===== src/rtl/ntt_pkg.sv =====
// Shared constants and FSM state codes for the in-place negacyclic NTT engine.
package ntt_pkg;
  localparam int D_width  = 32;
  localparam int BN       = 16;
  localparam int MA       = 512;
  localparam int degree   = BN * MA;
  localparam int LOGN     = 13;
  localparam int k        = 2;
  localparam int LOAD_CYC = (k + 3) + MA + 4;

  localparam logic [2:0] ST_WAIT  = 3'd0;
  localparam logic [2:0] ST_TWID  = 3'd1;
  localparam logic [2:0] ST_READ  = 3'd2;
  localparam logic [2:0] ST_CALC  = 3'd3;
  localparam logic [2:0] ST_WRITE = 3'd4;
  localparam logic [2:0] ST_NEXT  = 3'd5;
  localparam logic [2:0] ST_FIN   = 3'd6;
endpackage


===== src/rtl/SRAM_DP_512.sv =====
// Dual-port SRAM bank: synchronous write on each port, registered read (1-cycle latency).
module SRAM_DP_512 #(
  parameter int W     = 32,
  parameter int DEPTH = 512
)(
  input  logic                     clk,
  input  logic                     we_a,
  input  logic [$clog2(DEPTH)-1:0] addr_a,
  input  logic [W-1:0]             wd_a,
  output logic [W-1:0]             rd_a,
  input  logic                     we_b,
  input  logic [$clog2(DEPTH)-1:0] addr_b,
  input  logic [W-1:0]             wd_b,
  output logic [W-1:0]             rd_b
);
  logic [W-1:0] mem [0:DEPTH-1];

  always_ff @(posedge clk) begin
    if (we_a) mem[addr_a] <= wd_a;
    if (we_b) mem[addr_b] <= wd_b;
    rd_a <= mem[addr_a];
    rd_b <= mem[addr_b];
  end
endmodule


===== src/rtl/TF_top.sv =====
// Twiddle-base register file, filled externally; only row 0 (psi^(2^b)) is consumed.
module TF_gen
  import ntt_pkg::*;
#(
  parameter int W = 32
)(
  input  logic [3:0]   sel,
  output logic [W-1:0] base
);
  logic [W-1:0] TF_base_array  [0:k+2][0:14];
  logic [W-1:0] TF_const_array [0:13];

  assign base = TF_base_array[0][sel];
endmodule

module TF_top #(
  parameter int W = 32
)(
  input  logic [3:0]   sel,
  output logic [W-1:0] base
);
  TF_gen #(.W(W)) TF_gen (.sel(sel), .base(base));
endmodule


===== src/rtl/memory_wrapper.sv =====
// Banked coefficient store: element j lives in bank j%BN at address j/BN.
module memory_wrapper #(
  parameter int W  = 32,
  parameter int BN = 16,
  parameter int MA = 512,
  parameter int IW = 13
)(
  input  logic          clk,
  input  logic          we,
  input  logic [IW-1:0] ja,
  input  logic [IW-1:0] jb,
  input  logic [W-1:0]  wd_a,
  input  logic [W-1:0]  wd_b,
  output logic [W-1:0]  rd_a,
  output logic [W-1:0]  rd_b
);
  localparam int BW = $clog2(BN);

  logic [BW-1:0]         bank_a, bank_b, bank_a_q, bank_b_q;
  logic [IW-BW-1:0]      addr_a, addr_b;
  logic [BN-1:0][W-1:0]  rda_all, rdb_all;

  assign bank_a = ja[BW-1:0];
  assign bank_b = jb[BW-1:0];
  assign addr_a = ja[IW-1:BW];
  assign addr_b = jb[IW-1:BW];

  // Bank selects follow the read data through the SRAM's output register.
  always_ff @(posedge clk) begin
    bank_a_q <= bank_a;
    bank_b_q <= bank_b;
  end

  for (genvar g = 0; g < BN; g++) begin : gen_sram
    SRAM_DP_512 #(.W(W), .DEPTH(MA)) sram (
      .clk    (clk),
      .we_a   (we && (bank_a == BW'(g))),
      .addr_a (addr_a),
      .wd_a   (wd_a),
      .rd_a   (rda_all[g]),
      .we_b   (we && (bank_b == BW'(g))),
      .addr_b (addr_b),
      .wd_b   (wd_b),
      .rd_b   (rdb_all[g])
    );
  end

  assign rd_a = rda_all[bank_a_q];
  assign rd_b = rdb_all[bank_b_q];
endmodule


===== src/rtl/mod_mul.sv =====
// Combinational modular multiply: full double-width product reduced mod q.
module mod_mul #(
  parameter int W = 32
)(
  input  logic [W-1:0] a,
  input  logic [W-1:0] b,
  input  logic [W-1:0] q,
  output logic [W-1:0] r
);
  logic [2*W-1:0] p;
  assign p = {{W{1'b0}}, a} * {{W{1'b0}}, b};
  assign r = W'(p % {{W{1'b0}}, q});
endmodule


===== src/rtl/top.sv =====
// In-place forward negacyclic NTT (Longa-Naehrig order) over banked dual-port SRAM.
module top
  import ntt_pkg::*;
#(
  parameter int D_width = ntt_pkg::D_width,
  parameter int BN      = ntt_pkg::BN,
  parameter int MA      = ntt_pkg::MA
)(
  input  logic               clk,
  input  logic               rst,
  input  logic [D_width-1:0] modulus,
  output logic               DONE
);
  localparam int degree = BN * MA;
  localparam int LOGN   = $clog2(degree);
  localparam int LOAD   = (k + 3) + MA + 4;
  localparam logic [D_width-1:0] ONE = D_width'(1);
  typedef logic [LOGN-1:0] idx_t;

  logic [2:0]         state;
  logic [15:0]        wcnt;
  logic [3:0]         tcnt;
  idx_t               m, i, t, j, gstart;
  logic [D_width-1:0] S, res_a, res_b, rd_a, rd_b, base, mm_b, mm_r;
  logic [D_width-1:0] sum, diff, u_plus_v, u_minus_v;
  logic [15:0]        e_pad;
  logic               mem_we;

  function automatic idx_t brv(input idx_t x);
    idx_t r;
    r = '0;
    for (int b = 0; b < LOGN; b++) r[b] = x[LOGN-1-b];
    return r;
  endfunction

  assign e_pad = 16'(brv(m + i));

  TF_top #(.W(D_width)) TF_top (.sel(tcnt), .base(base));

  // One multiplier serves both the twiddle build (S *= base or 1) and V = S*a[j+t].
  assign mm_b = (state == ST_CALC) ? rd_b : (e_pad[tcnt] ? base : ONE);
  mod_mul #(.W(D_width)) mm (.a(S), .b(mm_b), .q(modulus), .r(mm_r));

  assign sum       = rd_a + mm_r;
  assign u_plus_v  = (sum >= modulus) ? sum - modulus : sum;
  assign diff      = rd_a - mm_r;
  assign u_minus_v = (rd_a < mm_r) ? diff + modulus : diff;

  assign mem_we = (state == ST_WRITE);

  memory_wrapper #(.W(D_width), .BN(BN), .MA(MA), .IW(LOGN)) memory_wrapper (
    .clk  (clk),
    .we   (mem_we),
    .ja   (j),
    .jb   (j + t),
    .wd_a (res_a),
    .wd_b (res_b),
    .rd_a (rd_a),
    .rd_b (rd_b)
  );

  always_ff @(posedge clk or negedge rst) begin
    if (!rst) begin
      state  <= ST_WAIT;
      wcnt   <= '0;
      tcnt   <= '0;
      m      <= '0;
      i      <= '0;
      t      <= '0;
      j      <= '0;
      gstart <= '0;
      S      <= '0;
      res_a  <= '0;
      res_b  <= '0;
      DONE   <= 1'b0;
    end else begin
      case (state)
        ST_WAIT: begin
          if (wcnt == 16'(LOAD - 1)) begin
            state  <= ST_TWID;
            m      <= idx_t'(1);
            t      <= idx_t'(degree / 2);
            i      <= '0;
            j      <= '0;
            gstart <= '0;
            S      <= ONE;
            tcnt   <= '0;
          end else begin
            wcnt <= wcnt + 16'd1;
          end
        end
        ST_TWID: begin
          S <= mm_r;
          if (tcnt == 4'(LOGN - 1)) state <= ST_READ;
          else                      tcnt  <= tcnt + 4'd1;
        end
        ST_READ:  state <= ST_CALC;
        ST_CALC: begin
          res_a <= u_plus_v;
          res_b <= u_minus_v;
          state <= ST_WRITE;
        end
        ST_WRITE: state <= ST_NEXT;
        ST_NEXT: begin
          if (j == gstart + t - idx_t'(1)) begin
            if (i == m - idx_t'(1)) begin
              if (t == idx_t'(1)) begin
                state <= ST_FIN;
                DONE  <= 1'b1;
              end else begin
                m      <= m << 1;
                t      <= t >> 1;
                i      <= '0;
                gstart <= '0;
                j      <= '0;
                S      <= ONE;
                tcnt   <= '0;
                state  <= ST_TWID;
              end
            end else begin
              i      <= i + idx_t'(1);
              gstart <= gstart + (t << 1);
              j      <= gstart + (t << 1);
              S      <= ONE;
              tcnt   <= '0;
              state  <= ST_TWID;
            end
          end else begin
            j     <= j + idx_t'(1);
            state <= ST_READ;
          end
        end
        ST_FIN:  state <= ST_FIN;
        default: state <= ST_WAIT;
      endcase
    end
  end
endmodule


===== config.mk =====
export PLATFORM = sky130hd
export DESIGN_NAME = top
export DESIGN_NICKNAME = d
export VERILOG_FILES = /design/src/rtl/ntt_pkg.sv /design/src/rtl/SRAM_DP_512.sv /design/src/rtl/TF_top.sv /design/src/rtl/memory_wrapper.sv /design/src/rtl/mod_mul.sv /design/src/rtl/top.sv
export SDC_FILE = /design/constraint.sdc
export NUM_CORES = 1
export LEC_CHECK = 0
export CELL_PAD_IN_SITES_DETAIL_PLACEMENT = 0
export CELL_PAD_IN_SITES_GLOBAL_PLACEMENT = 1
export CORE_ASPECT_RATIO = 1.75
export CORE_UTILIZATION = 50
export CTS_CLUSTER_SIZE = 14
export DETAILED_ROUTE_END_ITERATION = 16
export GPL_ROUTABILITY_DRIVEN = 0
export PLACE_DENSITY = 0.86
export RECOVER_POWER = 100
export SKIP_LAST_GASP = 1
export SYNTH_ARGS = -nofsm -noshare
export SYNTH_HDL_FRONTEND = slang
export SYNTH_SLANG_ARGS = --single-unit

===== constraint.sdc =====
create_clock -name clk -period 10.6 [get_ports clk]
set_clock_uncertainty 0.1 [all_clocks]
set_input_delay 3.18 -clock clk [delete_from_list [all_inputs] [get_ports clk]]
set_output_delay 3.18 -clock clk [all_outputs]
set_load 0.01 [all_outputs]

==> impl_metrics.toml, run 1 <==
[worst_setup_path]
critPathTopFamily = "buffers and inverters"
r2r_end = "i[4]$_DFFE_PN0P_"
path_class = "input port to async pin"
r2r-start = "m[2]$_DFFE_PN0P_"
crit_path_max_incr_delay_ns = 2.84
endpoint_kind = "async pin"
r2r_slack_ns = 5.10
crit_path_top_delay_cell = "clkbuf_1"
crit_path_start_kind = "input port"
rr_worst_depth = 13
cp_data_arrival_time_ns = 6.10
worstPathCellList = "clkbuf_1"
timing.critical_path.buf_inv = 1
crit_start = "rst"
worst_ep_required_time_ns = 9.98
crit_fanout = 76

[pwr]
power.density_nw_per_um2 = 103
leakage_nw = 3.08
total_power_mw = 0.648
ir_drop_uv = 86.9

[route]
drc_errors = 0
num_vias = 4960
drt_iter0_markers = 286
firstDrtPassIters = 5
vias_per_cell = 6.06
final_antenna_net_count = 0
drt-wirelength-per-cell_um = 18.3
drt_wl_total_um = 14900

[synthesis]
yosysSeqAreaShare_pct = 32.2
netlist.area_leader.share_pct = 32.2
yosysMostFrequentCell = "dfrtp_1"
synth_top_area_cell = "dfrtp_1"
yosys-top-cells-area = "dfrtp_1 32%, ha_1 8.7%, xnor2_1 5.9%"
synthFlopType = "dfrtp_1"
synthTopCellsByCount = "76 x dfrtp_1, 63 x nor2_1, 62 x inv_1, 51 x nand2_1, 41 x ha_1"
ys_types = 76
ys_ff_latch = 76
synth-async-reset-ratio_pct = 100
syn_nets = 764
synth_cells = 687
syn_avg_cell_area_sq_um = 8.61
synth_area_sq_um = 5910
synth_warnings = 0
synth_edf_count = 0

[floorplanning]
die_area_sq_um = 12300
initial_core_util_pct = 51.3
die_w_um = 84.2
num_rows = 52
io_pins = 35
die_h_um = 146
fp.coreArea_sq_um = 11500

[min_path]
hp-start = "wcnt[15]$_DFFE_PN0P_"
min_path_cells = 1
hp-class = "register to register"
worstHoldEndpoint = "wcnt[15]$_DFFE_PN0P_"

[sta]
period_minus_slack_ns = 6.72
hold_ws_ns = 0.384
worst_pin_slew_ns = 4.14
final-setup-viol-count = 0
relSlewSlack_pct = -176
final_hold_viol_count = 0
slew_viol_final = 95
fmax_mhz = 149
fin_setup_tns_ns = 0
rsz0062_at_grt = "no"
fin_crit_sh_pct = 63.4

[placed_design]
hpwl_um = 11500
portBuffers = 2

[clock_network]
cts_tree = "yes"
htreeDepth = 3
cts_hold_buf = 0
ctsLongestPathBuffers = 2
post_cts_resized = 0
cts_inserted_buffers = 9
post_cts_buffers = 0
cts_sinks = 76
clk_pin_slew_ns = 0.06
cts_root_buffer = "clkbuf_16"
clock_latency_ns = 0.34

[status]
violations = "capacitance limit, slew limit"
status = "finished, violations left"

[grt]
grtUsageTotal_pct = 25.9
gr-usage-met2_pct = 50.3
use_met1_pct = 27.5
antenna_found_initial = 0
busiest_layer = "met2"
grt_use_met3_pct = 2.27
grt_pass1_wl_um = 24800
grt_pass1_vias = 5009
grt_max_degree = 77
overflow = 0

[finish]
nets = 755
diodes = 0
layout-drive-gt1-share_pct = 5.71
fin_util_pct = 54.4
areaGrowthSynthToFinish_pct = 5.92

[run]
drv_cap = 2
## kinds of logic after synthesis
kind of cell | Yosys count | synth area share [%]
fa+ha+maj | 43 | 9.35
compound gates | 164 | 19.4
buf+inv | 86 | 6.79
flops | 76 | 32.2
xor+xnor | 65 | 9.63
simple gates | 248 | 21.7
mux | 5 | 0.889
## routing by layer
layer  vias to the layer above  wire, um
met3                        35       270
met1                      2419      5740
met2                        95      8450
met5                         -         0
met4                         0       485
li1                       2411         -
## area by class of cell
type | instances | area, sq um
clock buffer | 10 | 229
clock inverter | 6 | 113
fill | 1071 | 5250
inverter | 62 | 233
multi-input combinational | 525 | 3600
sequential | 76 | 1900
tap | 135 | 169
timing repair buffer | 4 | 21.3
## registers in the layout (all words and copies together) (netlist names)
name and count:
DONE 1, gstart 13, i 13, j 13, m 12, state 3, t 1, tcnt 4
wcnt 16
## placed cells by master, fill, tap and decap left out, types with 3 or more instances in the layout
master	Yosys	routed
inv_1	62	62
a21oi_1	28	28
nor2_1	63	63
a211o_1	6	6
and3_2	5	4
o31ai_1	6	6
a2111oi_0	3	3
nand4_1	13	13
nand3_1	31	31
a211oi_1	7	7
or3_1	7	7
nor3_1	18	18
nor4_1	4	4
o21ai_0	30	32
mux2i_1	3	3
a21o_1	28	28
ha_1	41	41
and3_1	13	14
a22o_1	3	3
xnor2_1	40	40
and4_1	1	3
or2_2	4	4
xor2_1	25	25
o21bai_1	8	8
nand2_1	51	51
bufinv_16	0	3
dfrtp_1	76	76
clkbuf_16	0	9
a31oi_1	3	3
nor3b_1	8	8
nand2b_1	5	5
o21a_1	11	11
o211ai_1	5	5
clkbuf_1	10	4
nor2b_1	4	4
## where the power goes
part | total (mW) | switching (mW) | internal (mW)
registers | 0.290 | 0 | 0.290
clock network | 0.352 | 0.122 | 0.230
logic | 0.00559 | 0.00555 | 0.0000337
## how the worst max path moves through the flow
stage / endpoint / slack [ns] / depth (start not counted)
4_1_cts: m[2]$_DFFE_PN0P_ / 5.82 / 14
2_1_floorplan: DONE / 6.94 / 0
6_report: i[1]$_DFFE_PN0P_ / 3.88 / 1
3_3_place_gp: m[1]$_DFFE_PN0P_ / 5.84 / 16
3_5_place_dp: m[2]$_DFFE_PN0P_ / 5.83 / 14
5_1_grt: i[4]$_DFFE_PN0P_ / 3.05 / 1
## stage by stage
step	std cells	area, sq um	worst slack (ns)
2_1_floorplan	687	5910	6.94
3_3_place_gp	802	5950	5.84
3_5_place_dp	802	5950	5.83
4_1_cts	818	6290	5.82
5_1_grt	818	6260	3.05
6_report	818	6260	3.88
No activity file was read; power rests on OpenSTA's default activity.
==> run 2, diff against run 1 <==
--- a/config.mk
+++ b/config.mk
@@ -8,11 +8,11 @@
 export CELL_PAD_IN_SITES_DETAIL_PLACEMENT = 0
 export CELL_PAD_IN_SITES_GLOBAL_PLACEMENT = 1
 export CORE_ASPECT_RATIO = 1.75
-export CORE_UTILIZATION = 50
+export CORE_UTILIZATION = 47
 export CTS_CLUSTER_SIZE = 14
 export DETAILED_ROUTE_END_ITERATION = 16
 export GPL_ROUTABILITY_DRIVEN = 0
-export PLACE_DENSITY = 0.86
+export PLACE_DENSITY = 0.82
 export RECOVER_POWER = 100
 export SKIP_LAST_GASP = 1
 export SYNTH_ARGS = -nofsm -noshare
==> constraint.sdc (replaced) <==
create_clock -name clk -period 6.3 [get_ports clk]
set_clock_uncertainty 0.1 [all_clocks]
set_input_delay 1.89 -clock clk [delete_from_list [all_inputs] [get_ports clk]]
set_output_delay 1.89 -clock clk [all_outputs]
set_load 0.01 [all_outputs]
==> impl_metrics.toml, run 2 (same netlist as run 1, synthesis figures left out) <==
[status]
status = "finished, violations left"
violations = "capacitance limit, slew limit"

[grt]
grt_pass1_vias = 5008
grt_pass1_wl_um = 24400
antenna_found_initial = 0
grtUsageTotal_pct = 24.5
overflow = 0
grt_max_degree = 77

[min_path]
min_path_cells = 1
hp-start = "DONE$_DFFE_PN0P_"
hp-class = "register to register"
worstHoldEndpoint = "DONE$_DFFE_PN0P_"

[clock_network]
post_cts_buffers = 0
cts_sinks = 76
cts_hold_buf = 0
cts_inserted_buffers = 9
ctsLongestPathBuffers = 2
clock_latency_ns = 0.34
post_cts_resized = 0
htreeDepth = 3
clk_pin_slew_ns = 0.06
cts_tree = "yes"
cts_root_buffer = "clkbuf_16"

[placed_design]
portBuffers = 2
dp.cells = 832
place_ws_ns = 1.52
hpwl_um = 11500

[sta]
fmax_mhz = 185
period_minus_slack_ns = 5.42
slew_viol_final = 90
rsz0062_at_grt = "no"
final-setup-viol-count = 0
relSlewSlack_pct = -29.2
hold_ws_ns = 0.367
final_hold_viol_count = 0
fin_setup_tns_ns = 0
fin_ws_ns = 0.884
worst_pin_slew_ns = 1.94
fin_crit_sh_pct = 86.0

[finish]
layout-drive-gt1-share_pct = 5.87
areaGrowthSynthToFinish_pct = 5.84
fin_cells = 847
nets = 755
layout_commonest_cell = "dfrtp_1"
diodes = 0
fillers = 1159
largest_register_ffs = 16
ff_latch_area_sq_um = 1900
top_register = "wcnt"
layout_common_cells = "76 x dfrtp_1, 63 x nor2_1, 62 x inv_1"
multi_input_area_sq_um = 3590

[floorplanning]
die_w_um = 86.8
initial_core_util_pct = 48.7
fp.coreArea_sq_um = 12100
num_rows = 53
die_h_um = 150
io_pins = 35
die_area_sq_um = 13100

[route]
num_vias = 4943
final_antenna_net_count = 0
vias_per_cell = 5.84
drt_iter0_markers = 219
drt-wirelength-per-cell_um = 17.6
drt_wl_total_um = 14900
drc_errors = 0
firstDrtPassIters = 4

[worst_setup_path]
r2r-start = "m[1]$_DFFE_PN0P_"
crit_fanout = 25
worstPathCellList = "inv_1 > ha_1 > inv_1 > ha_1 > xor2_1 > o2111ai_1 > a221o_1 > a211oi_1 > nand4_1 > o21ai_1 > clkbuf_1 > and3_1 > nor2_1 > a21o_1"
crit_path_start_kind = "register"
critPathTopFamily = "compound AO/OA/AOI/OAI gates"
timing.critical_path.buf_inv = 3
rr_worst_depth = 14
cp_data_arrival_time_ns = 5.54
r2r_end = "t[0]$_DFFE_PN0P_"
endpoint_kind = "register"
crit_path_max_incr_delay_ns = 0.95
worst_ep_required_time_ns = 6.42
crit_cells = 14
r2r_slack_ns = 0.88
crit_path_top_delay_cell = "and3_1"
path_class = "register to register"

[pwr]
total_power_mw = 1.04
ir_drop_uv = 167
power.density_nw_per_um2 = 166
leakage_nw = 3.06

[run]
drv_cap = 2
[run 2: changes by cell type in the layout (fill, tap and decap cells not counted), sizes merged]
cell / before / now
bufinv: 3 / 2
clkinv: 3 / 2
clkinvlp: 0 / 1
[run 2: per-layer routing]
layer | part of all wire (%) | vias up | GRT usage [%]
met1 | 38 | 2388 | 26.0
met5 | 0 | - | 0
met2 | 53 | 90 | 44.6
met4 | 6.3 | 0 | 16.8
li1 | - | 2410 | -
met3 | 2.3 | 55 | 2.74
[run 2: how the worst max path moves through the flow]
stage / start / slack, ns / end
floorplan: m[11]$_DFFE_PN0P_ / 2.68 / i[6]$_DFFE_PN0P_
global placement: m[11]$_DFFE_PN0P_ / 1.60 / m[1]$_DFFE_PN0P_
detailed placement: m[2]$_DFFE_PN0P_ / 1.52 / m[10]$_DFFE_PN0P_
CTS: m[2]$_DFFE_PN0P_ / 1.45 / m[9]$_DFFE_PN0P_
global route: m[2]$_DFFE_PN0P_ / 0.66 / t[0]$_DFFE_PN0P_
finish: m[1]$_DFFE_PN0P_ / 0.88 / t[0]$_DFFE_PN0P_
[run 2: layout make-up]
cell class,instances,area share (%)
clock buffer,10,3.66
clock inverter,5,1.24
inverter,62,3.72
multi-input combinational,525,57.3
sequential,76,30.4
tap,165,3.30
timing repair buffer,4,0.360
[run 2: where the power goes]
part	total (mW)	leakage [nW]	internal, mW	switching, mW
combinational	0.00957	1.87	0.000178	0.00939
sequential	0.488	1.05	0.488	0
clock	0.541	0.148	0.343	0.198
[run 2: metrics by stage]
stage | cell area (sq um) | util (%)
4_1_cts | 6290 | 51.8
3_3_place_gp | 5980 | 49.3
2_1_floorplan | 5910 | -
5_1_grt | 6260 | 51.6
6_report | 6260 | 51.6
3_5_place_dp | 5980 | 49.3
